[src/rtl/perf_counter_bank.sv]
// perf_counter_bank: NUM_CH event counters with a RUN/DONE freeze, channel-selectable display and 7-segment decode.
// Define PERF_SHADOW_EN to build snapshot (shadow) registers and display the shadowed values.
module perf_counter_bank #(
    parameter int NUM_CH   = 4,
    parameter int CNT_W    = 32,
    parameter int DIGITS   = 6,
    parameter int SATURATE = 1
) (
    input  logic                      clk,
    input  logic                      reset_n,
    input  logic                      clear,
    input  logic                      halt,
    input  logic [NUM_CH-1:0]         event_i,
    input  logic                      snap,
    input  logic                      sel_step,
    output logic [$clog2(NUM_CH)-1:0] disp_ch,
    output logic [CNT_W-1:0]          disp_value,
    output logic [7*DIGITS-1:0]       hex,
    output logic [NUM_CH-1:0]         ovf,
    output logic                      done,
    output logic                      state_dbg
);
    localparam int CH_W = $clog2(NUM_CH);
    localparam logic [CH_W-1:0] LAST_CH = CH_W'(NUM_CH - 1);

    typedef enum logic {ST_RUN = 1'b0, ST_DONE = 1'b1} state_e;

    state_e            state_q, state_d;
    logic [CNT_W-1:0]  cnt_q [NUM_CH];
    logic [CNT_W-1:0]  cnt_d [NUM_CH];
    logic [NUM_CH-1:0] ovf_q, ovf_d;
    logic [CH_W-1:0]   disp_ch_q, disp_ch_d;
    logic              sel_q, sel_d;
    logic [CNT_W-1:0]  disp_value_q, disp_value_d;
    logic [CNT_W-1:0]  disp_src;
    logic              count_en;
    logic              enter_done;

    // The halt cycle itself never counts; clear overrides everything.
    assign count_en   = (state_q == ST_RUN) && !halt && !clear;
    assign enter_done = (state_q == ST_RUN) && halt && !clear;

    always_comb begin
        state_d = state_q;
        if (clear) begin
            state_d = ST_RUN;
        end else if (state_q == ST_RUN && halt) begin
            state_d = ST_DONE;
        end
    end

    always_comb begin
        cnt_d = cnt_q;
        ovf_d = ovf_q;
        for (int i = 0; i < NUM_CH; i++) begin
            if (clear) begin
                cnt_d[i] = '0;
                ovf_d[i] = 1'b0;
            end else if (count_en && event_i[i]) begin
                if (&cnt_q[i]) begin
                    ovf_d[i] = 1'b1;
                    cnt_d[i] = (SATURATE != 0) ? cnt_q[i] : '0;
                end else begin
                    cnt_d[i] = cnt_q[i] + CNT_W'(1);
                end
            end
        end
    end

`ifdef PERF_SHADOW_EN
    logic [CNT_W-1:0] shadow_q [NUM_CH];
    logic [CNT_W-1:0] shadow_d [NUM_CH];

    // Shadows take cnt_d so a snap captures that cycle's increments too.
    always_comb begin
        shadow_d = shadow_q;
        if (clear) begin
            for (int i = 0; i < NUM_CH; i++) begin
                shadow_d[i] = '0;
            end
        end else if (enter_done || snap) begin
            shadow_d = cnt_d;
        end
    end

    always_ff @(posedge clk or negedge reset_n) begin
        if (!reset_n) begin
            for (int i = 0; i < NUM_CH; i++) begin
                shadow_q[i] <= '0;
            end
        end else begin
            shadow_q <= shadow_d;
        end
    end

    assign disp_src = shadow_q[disp_ch_q];
`else
    logic unused_snap;
    assign unused_snap = snap;
    assign disp_src    = cnt_q[disp_ch_q];
`endif

    always_comb begin
        sel_d     = sel_step;
        disp_ch_d = disp_ch_q;
        if (sel_step && !sel_q) begin
            disp_ch_d = (disp_ch_q == LAST_CH) ? '0 : disp_ch_q + CH_W'(1);
        end
        disp_value_d = disp_src;
    end

    always_ff @(posedge clk or negedge reset_n) begin
        if (!reset_n) begin
            state_q      <= ST_RUN;
            ovf_q        <= '0;
            disp_ch_q    <= '0;
            sel_q        <= 1'b0;
            disp_value_q <= '0;
            for (int i = 0; i < NUM_CH; i++) begin
                cnt_q[i] <= '0;
            end
        end else begin
            state_q      <= state_d;
            ovf_q        <= ovf_d;
            disp_ch_q    <= disp_ch_d;
            sel_q        <= sel_d;
            disp_value_q <= disp_value_d;
            cnt_q        <= cnt_d;
        end
    end

    function automatic logic [6:0] seg7(input logic [3:0] nib);
        case (nib)
            4'h0:    seg7 = 7'b1000000;
            4'h1:    seg7 = 7'b1111001;
            4'h2:    seg7 = 7'b0100100;
            4'h3:    seg7 = 7'b0110000;
            4'h4:    seg7 = 7'b0011001;
            4'h5:    seg7 = 7'b0010010;
            4'h6:    seg7 = 7'b0000010;
            4'h7:    seg7 = 7'b1111000;
            4'h8:    seg7 = 7'b0000000;
            4'h9:    seg7 = 7'b0010000;
            4'hA:    seg7 = 7'b0001000;
            4'hB:    seg7 = 7'b0000011;
            4'hC:    seg7 = 7'b1000110;
            4'hD:    seg7 = 7'b0100001;
            4'hE:    seg7 = 7'b0000110;
            default: seg7 = 7'b0001110;
        endcase
    endfunction

    always_comb begin
        hex = '0;
        for (int k = 0; k < DIGITS; k++) begin
            hex[7*k +: 7] = seg7(disp_value_q[4*k +: 4]);
        end
    end

    assign disp_ch    = disp_ch_q;
    assign disp_value = disp_value_q;
    assign ovf        = ovf_q;
    assign done       = (state_q == ST_DONE);
    assign state_dbg  = state_q;

endmodule

[config.mk]
export PLATFORM = sky130hd
export DESIGN_NAME = perf_counter_bank
export DESIGN_NICKNAME = d
export VERILOG_FILES = /design/src/rtl/perf_counter_bank.sv
export SDC_FILE = /design/constraint.sdc
export NUM_CORES = 1
export LEC_CHECK = 0
export CAP_MARGIN = 10
export CELL_PAD_IN_SITES_DETAIL_PLACEMENT = 0
export CELL_PAD_IN_SITES_GLOBAL_PLACEMENT = 1
export CORE_MARGIN = 3
export CORE_UTILIZATION = 46
export DETAILED_ROUTE_END_ITERATION = 10
export PLACE_DENSITY = 0.92
export SETUP_SLACK_MARGIN = 0.3
export SLEW_MARGIN = 20
export SYNTH_ARGS = -nofsm -noshare
export SYNTH_HDL_FRONTEND = slang
export SYNTH_SLANG_ARGS = --single-unit
[constraint.sdc]
create_clock -name clk -period 3.4 [get_ports clk]
set_input_delay 0.34 -clock clk [delete_from_list [all_inputs] [get_ports clk]]
set_output_delay 0.34 -clock clk [all_outputs]
set_load 0.005 [all_outputs]
==> impl_metrics.ini, run 1 <==
[outcome]
status = complete, no violations

[placed_design]
dp_hpwl_um = 20200
place.gp.congestion = 0.838
io_buffers = 90
place_ws_ps = 239

[clock_network]
cts_buffers = 17
cts.sinks = 168
cts_tree = yes
clk-insertion-delay-late_ps = 440
clkSlewWorstSetupHoldPaths_ps = 70
htreeDepth = 4
cts_root_buffer = clkbuf_16
cts_resized = 0
cts_buffer_depth = 2

[timing]
setup_tns_ps = 0
rsz0062_at_grt = false
skew_ps = 15.3
drv_slew = 0
timing.hold.ws_ps = 327
setup_slack_ps = 597
worst_pin_slew_ps = 976
fin_crit_sh_pct = 82.5
final-setup-viol-count = 0
clock.fmax_ghz = 0.357
slew_headroom_pct = 34.4
period_needed_ps = 2800
hold_viol = 0

[finish]
insertedDiodeCount = 0
drive_gt1_share_pct = 11.4
fin_nets = 1208
utilization_pct = 55.9
syn_to_final_growth_pct = 17.9

[detailed_routing]
avgRoutedWirePerCell_um = 19.4
via_count = 9220
final_antenna_net_count = 0
viasPerCell = 6.36
dr.first_iter.drc_count = 842
firstDrtPassIters = 5
wirelength_um = 28100
drc = 0

[logic_synthesis]
syn_avg_cell_area_um2 = 9.67
synth.top_cell.area_share_pct = 40.2
synth_area_um2 = 10500
yosysWarnings = 0
synth_async_sr_flop_share_pct = 100
ys_types = 49
yosysMostFrequentCell = dfrtp_1
synth_common_cells = dfrtp_1 (168), a21oi_1 (102), o21ai_0 (73), nor2_1 (72), or3_1 (67)
synth-main-ff-cell = dfrtp_1
synth_area_leaders = dfrtp_1 (40%), mux4_2 (8.2%), ha_1 (4.9%)
ys_seq_elements = 168
syn_inst = 1083
synth_edf_count = 0
ys_seq_area_share_pct = 40.2
synth_nets = 1134
yosysTopAreaCell = dfrtp_1

[setup_path]
crit_fanout = 6
cp_num_buf_inv = 2
crit_path_max_incr_delay_ps = 530
cp-end-kind = output pin
worst_path_max_delay_cell = clkdlybuf4s50_1
required_ps = 3060
crit_path_start_kind = flip-flop
crit_family = buffers and inverters
worstPathCellList = inv_1 -> ha_1 -> nor2b_1 -> or3b_2 -> o21ai_0 -> clkdlybuf4s50_1
cp.arrival_ps = 2460
critPathKind = reg -> out

[global_routing]
grt.total_usage_pct = 23.1
overflow = 0
grt_max_degree = 78
grt_pass1_wl_um = 45300
antenna_found_initial = 1
grt_pass1_vias = 8288

[hold_path]
hold_path_class = in -> reg

[flow_run]
maxCapViolCount = 0

[floorplan]
core-area_um2 = 22100
die-area_um2 = 24600
die_width_um = 157
start_util_pct = 47.4
io_pins = 92
std_cell_rows = 54
die_y_um = 157

[power_and_ir_drop]
peakVddDrop_uv = 375
powerDensity_nw_per_um2 = 389
leakage_nw = 4.63
[sequential cells by signal (all words and copies together), names as in the netlist]
register / cells
cnt_q: 128
disp_ch: 2
disp_value: 32
done: 1
ovf: 4
sel_q: 1
[through the flow]
step | area (µm²) | power (W) | instances
after floorplan | 10500 | 0.00251 | 1083
after global placement | 11700 | 0.00272 | 1417
after detailed placement | 11700 | 0.00273 | 1417
after CTS | 12300 | 0.00483 | 1450
after global routing | 12300 | 0.00496 | 1450
final | 12300 | 0.00480 | 1450
[per-layer routing]
metal | vias to the layer above | track usage, % | part of all wire [%]
met5 | - | 0 | 0.046
met4 | 2 | 5.79 | 1.6
li1 | 4290 | - | -
met1 | 4511 | 34.1 | 46
met3 | 40 | 3.95 | 7.6
met2 | 377 | 35.5 | 45
[logic make-up (layout without fill, tap and decap cells)]
logic type | after synthesis | after routing | share of synthesized area [%]
adder cells (fa/ha/maj) | 41 | 41 | 4.90
XOR/XNOR | 15 | 15 | 1.25
AO/OA/AOI/OAI | 259 | 259 | 14.8
buffers and inverters | 97 | 184 | 3.56
flip-flops | 168 | 168 | 40.2
multiplexers | 76 | 76 | 12.0
AND/OR/NAND/NOR | 427 | 427 | 23.3
[final cells by class]
class | count | area (µm²)
Sequential cell | 168 | 4210
Inverter | 36 | 135
Fill cell | 1929 | 9750
Tap cell | 280 | 350
Multi-Input combinational cell | 818 | 5900
Clock inverter | 11 | 170
Timing Repair Buffer | 116 | 1110
Clock buffer | 21 | 470
[placed cells by master (no fill, tap or decap), types with 4 or more instances in the layout]
master	synthesis	routed
buf_4	1	25
and3_1	15	15
o41ai_1	4	4
nor4_1	17	16
a21oi_1	102	102
or4_1	38	38
mux2_2	18	18
o211ai_1	5	5
mux2i_1	20	20
mux4_2	38	38
o31ai_1	43	42
dfrtp_1	168	167
clkdlybuf4s50_1	0	88
nor2_1	72	72
a22o_1	11	11
nor3_1	13	13
and2_1	6	6
nand3_1	46	46
nor2b_1	23	23
ha_1	41	41
or3b_2	7	7
xnor2_1	7	7
xor2_1	8	8
nand2_1	44	44
and4_1	14	14
bufinv_16	0	4
a32o_1	5	5
or3_1	67	67
nand4_1	45	45
o21ai_0	73	73
clkbuf_16	0	17
nand2b_1	4	4
inv_1	36	36
[path summary, 6_finish.rpt]
check / from / to / slack [ps] / cells past startpoint
worst max register to register: done / cnt_q[126] / 640 / 5
worst min register to register: ovf[0] / ovf[0] / 510 / 2
worst min-delay path: clear / cnt_q[33] / 330 / 2
min in group asynchronous: reset_n / disp_value[3] / 510 / 2
worst max-delay path: disp_value[13] / hex[21] / 600 / 6
max in group asynchronous: reset_n / disp_ch[1] / 2020 / 3
[timing repair]
item / CTS / global route
hold buffers: 1 / 0
endpoints found under the hold margin: 68 / 0
endpoints found under the setup margin: 0 / 0
setup buffers: 0 / 0
[worst register-to-register path: stages, from the launching register on]
cell and delay (ps):
dfrtp_1 450, or3b_4 440, or3_4 430, or4_1 670, or4_1 510, a21oi_1 160
[where the power goes]
group,internal (W),total (W),switching [W],leakage [nW]
Clock,0.00129,0.00211,0.000820,0.306
Sequential,0.00202,0.00212,0.000102,2.34
Combinational,0.000284,0.000564,0.000281,1.98
No activity file was read; power rests on OpenSTA's default activity.
==> run 2, diff against run 1 <==
==> constraint.sdc (replaced) <==
create_clock -name clk -period 2.6 [get_ports clk]
set_input_delay 0.26 -clock clk [delete_from_list [all_inputs] [get_ports clk]]
set_output_delay 0.26 -clock clk [all_outputs]
set_load 0.005 [all_outputs]
==> run 2 against run 1 <==
Effect of this change:
- via count rose by 5.2%
- largest power group unchanged
- worst setup slack got worse by 370 ps
- design area rose by 8.4%
- wire length rose by 6.4%
==> impl_metrics.ini, run 2 (same netlist as run 1, synthesis figures left out) <==
[global_routing]
grtUsageMet2_pct = 37.6
overflow = 0
met1_usage_pct = 33.4
antenna_found_initial = 2
grt_busiest_layer = met2
grt_pass1_vias = 9062
grt_pass1_wl_um = 47800
grt_max_degree = 74
grt.total_usage_pct = 24.4
met3_usage_pct = 5.20

[timing]
fin_crit_sh_pct = 91.4
skew_ps = 9.12
clock.fmax_ghz = 0.421
rsz0062_at_grt = true
period_needed_ps = 2380
worst_pin_slew_ps = 735
slew_headroom_pct = 50.8
setup_slack_ps = 223
drv_slew = 0
hold_viol = 0
final-setup-viol-count = 0

[clock_network]
cts_buffers = 17
cts_buffer_depth = 2
clkSlewWorstSetupHoldPaths_ps = 60
htreeDepth = 4
cts.sinks = 168
cts_tree = yes
cts_root_buffer = clkbuf_16
clk-insertion-delay-late_ps = 430

[setup_path]
cp-end-kind = flip-flop
cp.arrival_ps = 2740
crit_fanout = 4
critPathKind = reg -> reg
crit_path_start_kind = flip-flop
required_ps = 2960

[finish]
multi_input_area_um2 = 6210
final_common_cell = dfrtp_1
insertedDiodeCount = 0
fin_area_um2 = 13400
drive_gt1_share_pct = 24.2
largest_reg_flops = 128
fin_nets = 1302
seqCellArea_um2 = 4230
fin_cells = 1544
nFillCells = 1827
top_register = cnt_q
final_cell_mix = dfrtp_1 (144), buf_4 (110), a21oi_1 (101)
syn_to_final_growth_pct = 27.8

[power_and_ir_drop]
powerDensity_nw_per_um2 = 447
p_seq_share_pct = 46.3
clkPwrFrac_pct = 39.8
leakage_nw = 5.39
p_sw_w = 0.00155
peakVddDrop_uv = 450
switching_share_pct = 25.9
p_comb_share_pct = 13.9
internal_power_w = 0.00444

[detailed_routing]
avgRoutedWirePerCell_um = 19.4
wirelength_um = 29900
firstDrtPassIters = 5
dr.first_iter.drc_count = 865
via_count = 9701
final_antenna_net_count = 0
viasPerCell = 6.28
drc = 0

[floorplan]
core-area_um2 = 22100
die_width_um = 157
die-area_um2 = 24600
io_pins = 92
start_util_pct = 47.4
die_y_um = 157
std_cell_rows = 54

[placed_design]
dp.cells = 1472
io_buffers = 90
dp_hpwl_um = 21300
place_ws_ps = -114
dpl-instance-area_um2 = 12200
place.gp.congestion = 0.907

[flow_run]
maxCapViolCount = 0

[hold_path]
hold_path_class = in -> reg

[outcome]
status = complete, no violations
==> run 2: cell count changes in the layout (fill, tap and decap cells not counted), moves of 10 or more <==
cell / before / now
buf_4: 25 / 110
dfrtp_2: 1 / 24
dlymetal6s2s_1: 0 / 16
inv_1: 36 / 26
dlygate4sd2_1: 0 / 12
dfrtp_1: 167 / 144
clkdlybuf4s50_1: 88 / 58
ha_1: 41 / 28
==> run 2: final timing paths <==
path	to	slack, ps	cells past startpoint	from
worst max-delay path	cnt_q[126]	220	5	done
worst min-delay path	cnt_q[16]	260	2	clear
worst max register to register	cnt_q[126]	220	5	done
worst min register to register	ovf[0]	510	2	ovf[0]
max in group asynchronous	disp_value[11]	1410	3	reset_n
min in group asynchronous	sel_q	430	2	reset_n
==> run 2: timing repair <==
item | 4_1_cts | 5_1_grt
hold endpoints to repair | 71 | 0
gates resized for setup | 59 | 80
pin swaps | 6 | 9
buffers inserted | 25 | 13
hold buffers | 1 | 0
gates cloned | 0 | 1
endpoints found under the setup margin | 73 | 85
==> run 2: cell type report <==
type / instances / area share, %
Clock buffer: 24 / 3.52
Inverter: 36 / 1.08
Multi-Input combinational cell: 818 / 46.4
Timing Repair Buffer: 210 / 14.2
Sequential cell: 168 / 31.6
Tap cell: 280 / 2.62
Clock inverter: 8 / 0.542
==> run 2: metrics by stage <==
stage	hold slack, ps	util [%]	TNS (ps)	power (W)
floorplan	-35.6	-	0	0.00328
global placement	330	55.1	-114	0.00360
detailed placement	329	55.1	-203	0.00363
CTS	243	58.8	0	0.00600
global route	255	60.6	0	0.00620
finish	258	60.6	0	0.00599
==> run 2: critical path, cell delays in order (launching register included) <==
cell	delay, ps
dfrtp_1	380
or3b_4	410
or3_4	360
or4_4	520
or4_4	490
a21oi_2	140
==> run 2: routing by layer <==
metal | vias up | wire length [µm]
li1 | 4478 | -
met5 | - | 23
met1 | 4711 | 12600
met3 | 79 | 2470
met4 | 4 | 1110
met2 | 429 | 13800
==> run 2: power by group through the flow <==
stage | logic, W | clock network (W) | registers [W]
6_report | 0.000834 | 0.00238 | 0.00277
5_1_grt | 0.000887 | 0.00252 | 0.00279
4_1_cts | 0.000816 | 0.00241 | 0.00277
2_1_floorplan | 0.000561 | 0 | 0.00272
3_5_place_dp | 0.000803 | 0 | 0.00282
3_3_place_gp | 0.000785 | 0 | 0.00282
==> RTL change 1: new RTL, flow settings as in run 1 <==
The parameter `SATURATE` goes from 1 to 0.
--- a/src/rtl/perf_counter_bank.sv
+++ b/src/rtl/perf_counter_bank.sv
@@ -4,7 +4,7 @@
     parameter int NUM_CH   = 4,
     parameter int CNT_W    = 32,
     parameter int DIGITS   = 6,
-    parameter int SATURATE = 1
+    parameter int SATURATE = 0
 ) (
     input  logic                      clk,
     input  logic                      reset_n,
Check against the original RTL: no difference found for any inputs over 4 cycles, from zero or initial values and one cycle with reset_n low; that may be too few to reach the edited logic, so the function may still have changed.
==> RTL change 1 against run 1 <==
The run now ends with negative hold slack left. Maximum frequency grew 1.1%. Synthesized cell count shrank 8.4%. Design area shrank 4.3%. Routed wire length shrank 13%. Synthesized area shrank 5.0%. Hold slack lost 360 ps. Sequential cell count is the same. Power shrank 1.8%. Worst setup slack gained 30 ps. Critical path type unchanged.
==> RTL change 1: results (changes against run 1) <==
syn nets 1,043 (-8.0%); worst hold slack -36.06 ps (-362.6 ps); FF-to-FF End cnt_q[29]; Commonest cells post-synth dfrtp_1 (168), nor2_1 (167), xnor2_1 (65); GRT Util Overall 21.28% (-1.8 points); Fin. Hold Viols 31 (+31); Netlist cell types 55 (+12%); post-route clock skew 8.791 ps (-6.502 ps); DP Cell Count 1,332 (-6.0%); Final nets 1,127 (-6.7%); P_leak 4.648 nW (+0.47%); failing checks negative hold slack; HP Class in -> async; antenna violations before repair 0 (-1); global-route wire length before repair 40.43 mm (-11%); Worst setup endpoint hex[7]; max-cap violation count 0 (unchanged); CP Data Arrival Time 2430 ps (-30 ps); DP Area 11,200 sq um (-4.2%); ys async rst share 100.0% (unchanged); R2R Path Start cnt_q[9]; Adder-Cell Fraction of Synth Area 5.156% (+0.26 points); xor/xnor share of the synthesized area 9.947% (+8.7 points); Synth area leaders dfrtp_1 (42%), mux4_2 (8.4%), nor2_1 (6.3%); sequential share of the synthesized area 42.25% (+2.1 points); post-route insts no fill 1,361 (-6.1%); Synth Area in Compound Gates 6.137% (-8.7 points); post-synthesis average cell area 10.03 sq um (+3.8%); largest net degree at the start of global routing 86 (+10%); DP HPWL 17.74 mm (-12%); Initial DRC Count 493 (-41%); outcome finished with violations; post-synthesis mux area share 11.33% (-0.69 points); drt total wl 24.49 mm (-13%); reg-to-reg slack, setup 810 ps (+170 ps); Via density 5.779 (-9.1%); Achievable Freq 360.5 MHz (+1.1%); Worst VDD drop 0.0003152 V (-16%); vias in the first global route 7,747 (-6.5%); ratio of cells with drive above 1 in the final layout 10.22% (-1.1 points); gp weighted congestion 0.8775 (+4.8%)
## RTL change 1: layer usage
layer	up-vias	GRT usage (%)	share of wire, %
met5	-	0	0
li1	3704	-	-
met4	0	8.952	3.2
met2	263	33.95	48
met3	44	3.284	5.9
met1	3854	29.18	43
## RTL change 1: power breakdown
part           leakage (nW)  switching, mW  internal (mW)
Clock                 0.296          0.773           1.29
Combinational          2.02          0.229          0.277
Sequential             2.34          0.125           2.02
## RTL change 1: area by class of cell
cell class                      instances  area, sq um
Fill cell                            1824         9341
Multi-Input combinational cell        746         5433
Sequential cell                       168         4205
Timing Repair Buffer                  111         1097
Clock buffer                           20        436.7
Tap cell                              275        344.1
Clock inverter                          9        176.4
Inverter                               32        120.1
## RTL change 1: worst max-delay path, stage by stage (launching register included)
cell and delay, ps:
dfrtp_1 450, inv_1 150, ha_1 270, nor2b_1 90, or3b_2 460, o21ai_0 80, clkdlybuf4s50_1 520
==> RTL change 2: new RTL, settings of run 1 <==
Without the edit above. Add an input register stage for `halt`, `event_i` and `sel_step`, cleared by the reset; this delays them by one clock. The other inputs are not delayed to match. Comments in the files are not updated.
--- a/src/rtl/perf_counter_bank.sv
+++ b/src/rtl/perf_counter_bank.sv
@@ -25,6 +25,22 @@
 
     typedef enum logic {ST_RUN = 1'b0, ST_DONE = 1'b1} state_e;
 
+    logic halt_q;
+    logic [NUM_CH-1:0] event_q;
+    logic sel_step_q;
+
+    always_ff @(posedge clk or negedge reset_n) begin
+        if (!reset_n) begin
+            halt_q     <= '0;
+            event_q    <= '0;
+            sel_step_q <= '0;
+        end else begin
+            halt_q     <= halt;
+            event_q    <= event_i;
+            sel_step_q <= sel_step;
+        end
+    end
+
     state_e            state_q, state_d;
     logic [CNT_W-1:0]  cnt_q [NUM_CH];
     logic [CNT_W-1:0]  cnt_d [NUM_CH];
@@ -37,14 +53,14 @@
     logic              enter_done;
 
     // The halt cycle itself never counts; clear overrides everything.
-    assign count_en   = (state_q == ST_RUN) && !halt && !clear;
-    assign enter_done = (state_q == ST_RUN) && halt && !clear;
+    assign count_en   = (state_q == ST_RUN) && !halt_q && !clear;
+    assign enter_done = (state_q == ST_RUN) && halt_q && !clear;
 
     always_comb begin
         state_d = state_q;
         if (clear) begin
             state_d = ST_RUN;
-        end else if (state_q == ST_RUN && halt) begin
+        end else if (state_q == ST_RUN && halt_q) begin
             state_d = ST_DONE;
         end
     end
@@ -56,7 +72,7 @@
             if (clear) begin
                 cnt_d[i] = '0;
                 ovf_d[i] = 1'b0;
-            end else if (count_en && event_i[i]) begin
+            end else if (count_en && event_q[i]) begin
                 if (&cnt_q[i]) begin
                     ovf_d[i] = 1'b1;
                     cnt_d[i] = (SATURATE != 0) ? cnt_q[i] : '0;
@@ -101,9 +117,9 @@
 `endif
 
     always_comb begin
-        sel_d     = sel_step;
+        sel_d     = sel_step_q;
         disp_ch_d = disp_ch_q;
-        if (sel_step && !sel_q) begin
+        if (sel_step_q && !sel_q) begin
             disp_ch_d = (disp_ch_q == LAST_CH) ? '0 : disp_ch_q + CH_W'(1);
         end
         disp_value_d = disp_src;
Check against the original RTL: not equivalent (a bounded check fails within 4 cycles, from zero or initial values and one cycle with reset_n low).
==> RTL change 2 against run 1 <==
Die area rose by 2.5%. Design area rose by 0.83%. Routed wire length rose by 0.34%. Worst setup slack improved by 8.1 ps. Sequential share of layout area rose by 0.93 points. Synthesized area rose by 2.6%. Largest power group unchanged. Global-route usage fell by 0.85 points. Register-to-register slack got worse by 40 ps. Power fell by 2.3%. Via count fell by 0.12%. Sequential cell count rose by 6. Highest routed layer is now met4.
==> RTL change 2: results (changes against run 1) <==
Synth area leaders dfrtp_1 (41%), mux4_2 (7.8%), ha_1 (4.8%); Net Sw Power 1.205 mW (+0.21%); Avg WL per Cell 19.09 microns (-1.6%); Reg2Reg Depth 6 (+1); DP Area 11,870 sq um (+1.5%); Netlist cell types 68 (+39%); outcome finished clean; Clock Latency Late Sink 430 ps; post-route clock skew 6.637 ps (-8.655 ps); Final nets 1,204 (-0.33%); largest net degree at the start of global routing 77 (-1.3%); WHS Endpoint event_q[1]; FF-to-FF End cnt_q[65]; max reg flops 128 (unchanged); P_leak 4.684 nW (+1.3%); DP HPWL 20.10 mm (-0.42%); hold_sp event_i[1]; reg-to-reg slack, setup 600 ps (-40 ps); met1 usage 29.99% (-4.2 points); clock-pin slew on the worst setup and hold paths 70 ps (about the same); first drt pass iteration count 6 (+1); PortBufs 90 (unchanged); Synth Warn # 0 (unchanged); vias in the first global route 8,712 (+5.1%); hold depth 1 (-1); xor/xnor share of the synthesized area 1.550% (+0.29 points); R2R Path Start cnt_q[83]; Synth Area in Compound Gates 14.03% (-0.78 points); sequential share of the synthesized area 40.55% (+0.39 points); syn nets 1,139 (+0.44%); Tightest Pin Transition 1017 ps (+40.64 ps); met3 Resource Use GR 4.357% (+0.40 points); antenna violations before repair 0 (-1); crit path max-delay cell type o31ai_4; met2 usage 35.63% (+0.085 points); gp weighted congestion 0.8684 (+3.7%); ratio of cells with drive above 1 in the final layout 11.07% (-0.29 points); GRT Util Overall 22.27% (-0.85 points); post-synthesis mux area share 12.15% (+0.13 points); CP peak stage delay 750 ps (+220 ps); Adder-Cell Fraction of Synth Area 4.777% (-0.12 points); Commonest cells post-synth dfrtp_1 (174), a21oi_1 (85), nor2_1 (85); Initial DRC Count 996 (+18%); CP max FO 23 (+17)
[RTL change 2: cell types whose count changed after synthesis, moves of 8 or more]
cell      before  now
nand4_1       45   34
nand2_1       44   57
o31ai_1       43   29
nand3_1       46   59
a21oi_1      102   85
or3_1         67   57
nor2_1        72   85
o21ai_0       73   58
clkbuf_1      47   35
o21ai_1        0    8
[RTL change 2: logic make-up (layout without fill, tap and decap cells)]
logic type | count (synthesis) | after routing
mux | 80 | 80
flops | 174 | 174
compound gates | 238 | 238
buf+inv | 95 | 172
xor+xnor | 19 | 19
simple gates | 441 | 441
fa+ha+maj | 41 | 41
[RTL change 2: area by class of cell]
cell class,count,area [sq um]
fill,1990,10330
multi-input combinational,819,5959
sequential,174,4355
timing repair buffer,108,1050
clock buffer,21,450.4
tap,313,391.6
inverter,33,123.9
clock inverter,10,116.4
[RTL change 2: how the worst max path moves through the flow]
stage                           end  depth (start not counted)           start
after detailed placement  cnt_q[65]                          6       cnt_q[82]
final                     cnt_q[65]                          6       cnt_q[83]
after global routing      cnt_q[65]                          6       cnt_q[83]
after global placement    cnt_q[65]                          6       cnt_q[82]
after CTS                   hex[21]                          6  disp_value[13]
after floorplan           cnt_q[47]                          9       cnt_q[32]
[RTL change 2: critical path, delay by kind of cell (launching register included)]
family,cells,cell delay [ps]
simple gates,3,920
compound gates,1,750
buf+inv,1,270
mux,1,210
flops,1,490
[RTL change 2: per-layer routing]
metal  wire length [microns]  vias up
li1                        -     4242
met5                       0        -
met1                   12240     4538
met4                     899        0
met2                   13170      373
met3                    1903       56
[RTL change 2: metrics by stage]
| stage | worst slack, ps | hold WS [ps] | instances |
|---|---|---|---|
| 3_5_place_dp | 624.6 | 295.0 | 1446 |
| 6_report | 604.7 | 344.6 | 1478 |
| 5_1_grt | 440.8 | 339.3 | 1478 |
| 2_1_floorplan | 1074 | 44.41 | 1088 |
| 3_3_place_gp | 703.3 | 292.5 | 1446 |
| 4_1_cts | 559.8 | 333.8 | 1478 |
[RTL change 2: power groups by stage]
stage	clock network [mW]	registers (mW)	logic [mW]
2_1_floorplan	0	2.16	0.443
6_report	1.92	2.20	0.559
4_1_cts	1.94	2.21	0.565
5_1_grt	2.03	2.22	0.608
3_5_place_dp	0	2.25	0.562
3_3_place_gp	0	2.25	0.552
[RTL change 2: timing repair]
| action | 4_1_cts | 5_1_grt |
|---|---|---|
| endpoints found under the hold margin | 44 | 0 |
| hold buffers | 1 | 0 |
| resized for setup | 0 | 0 |
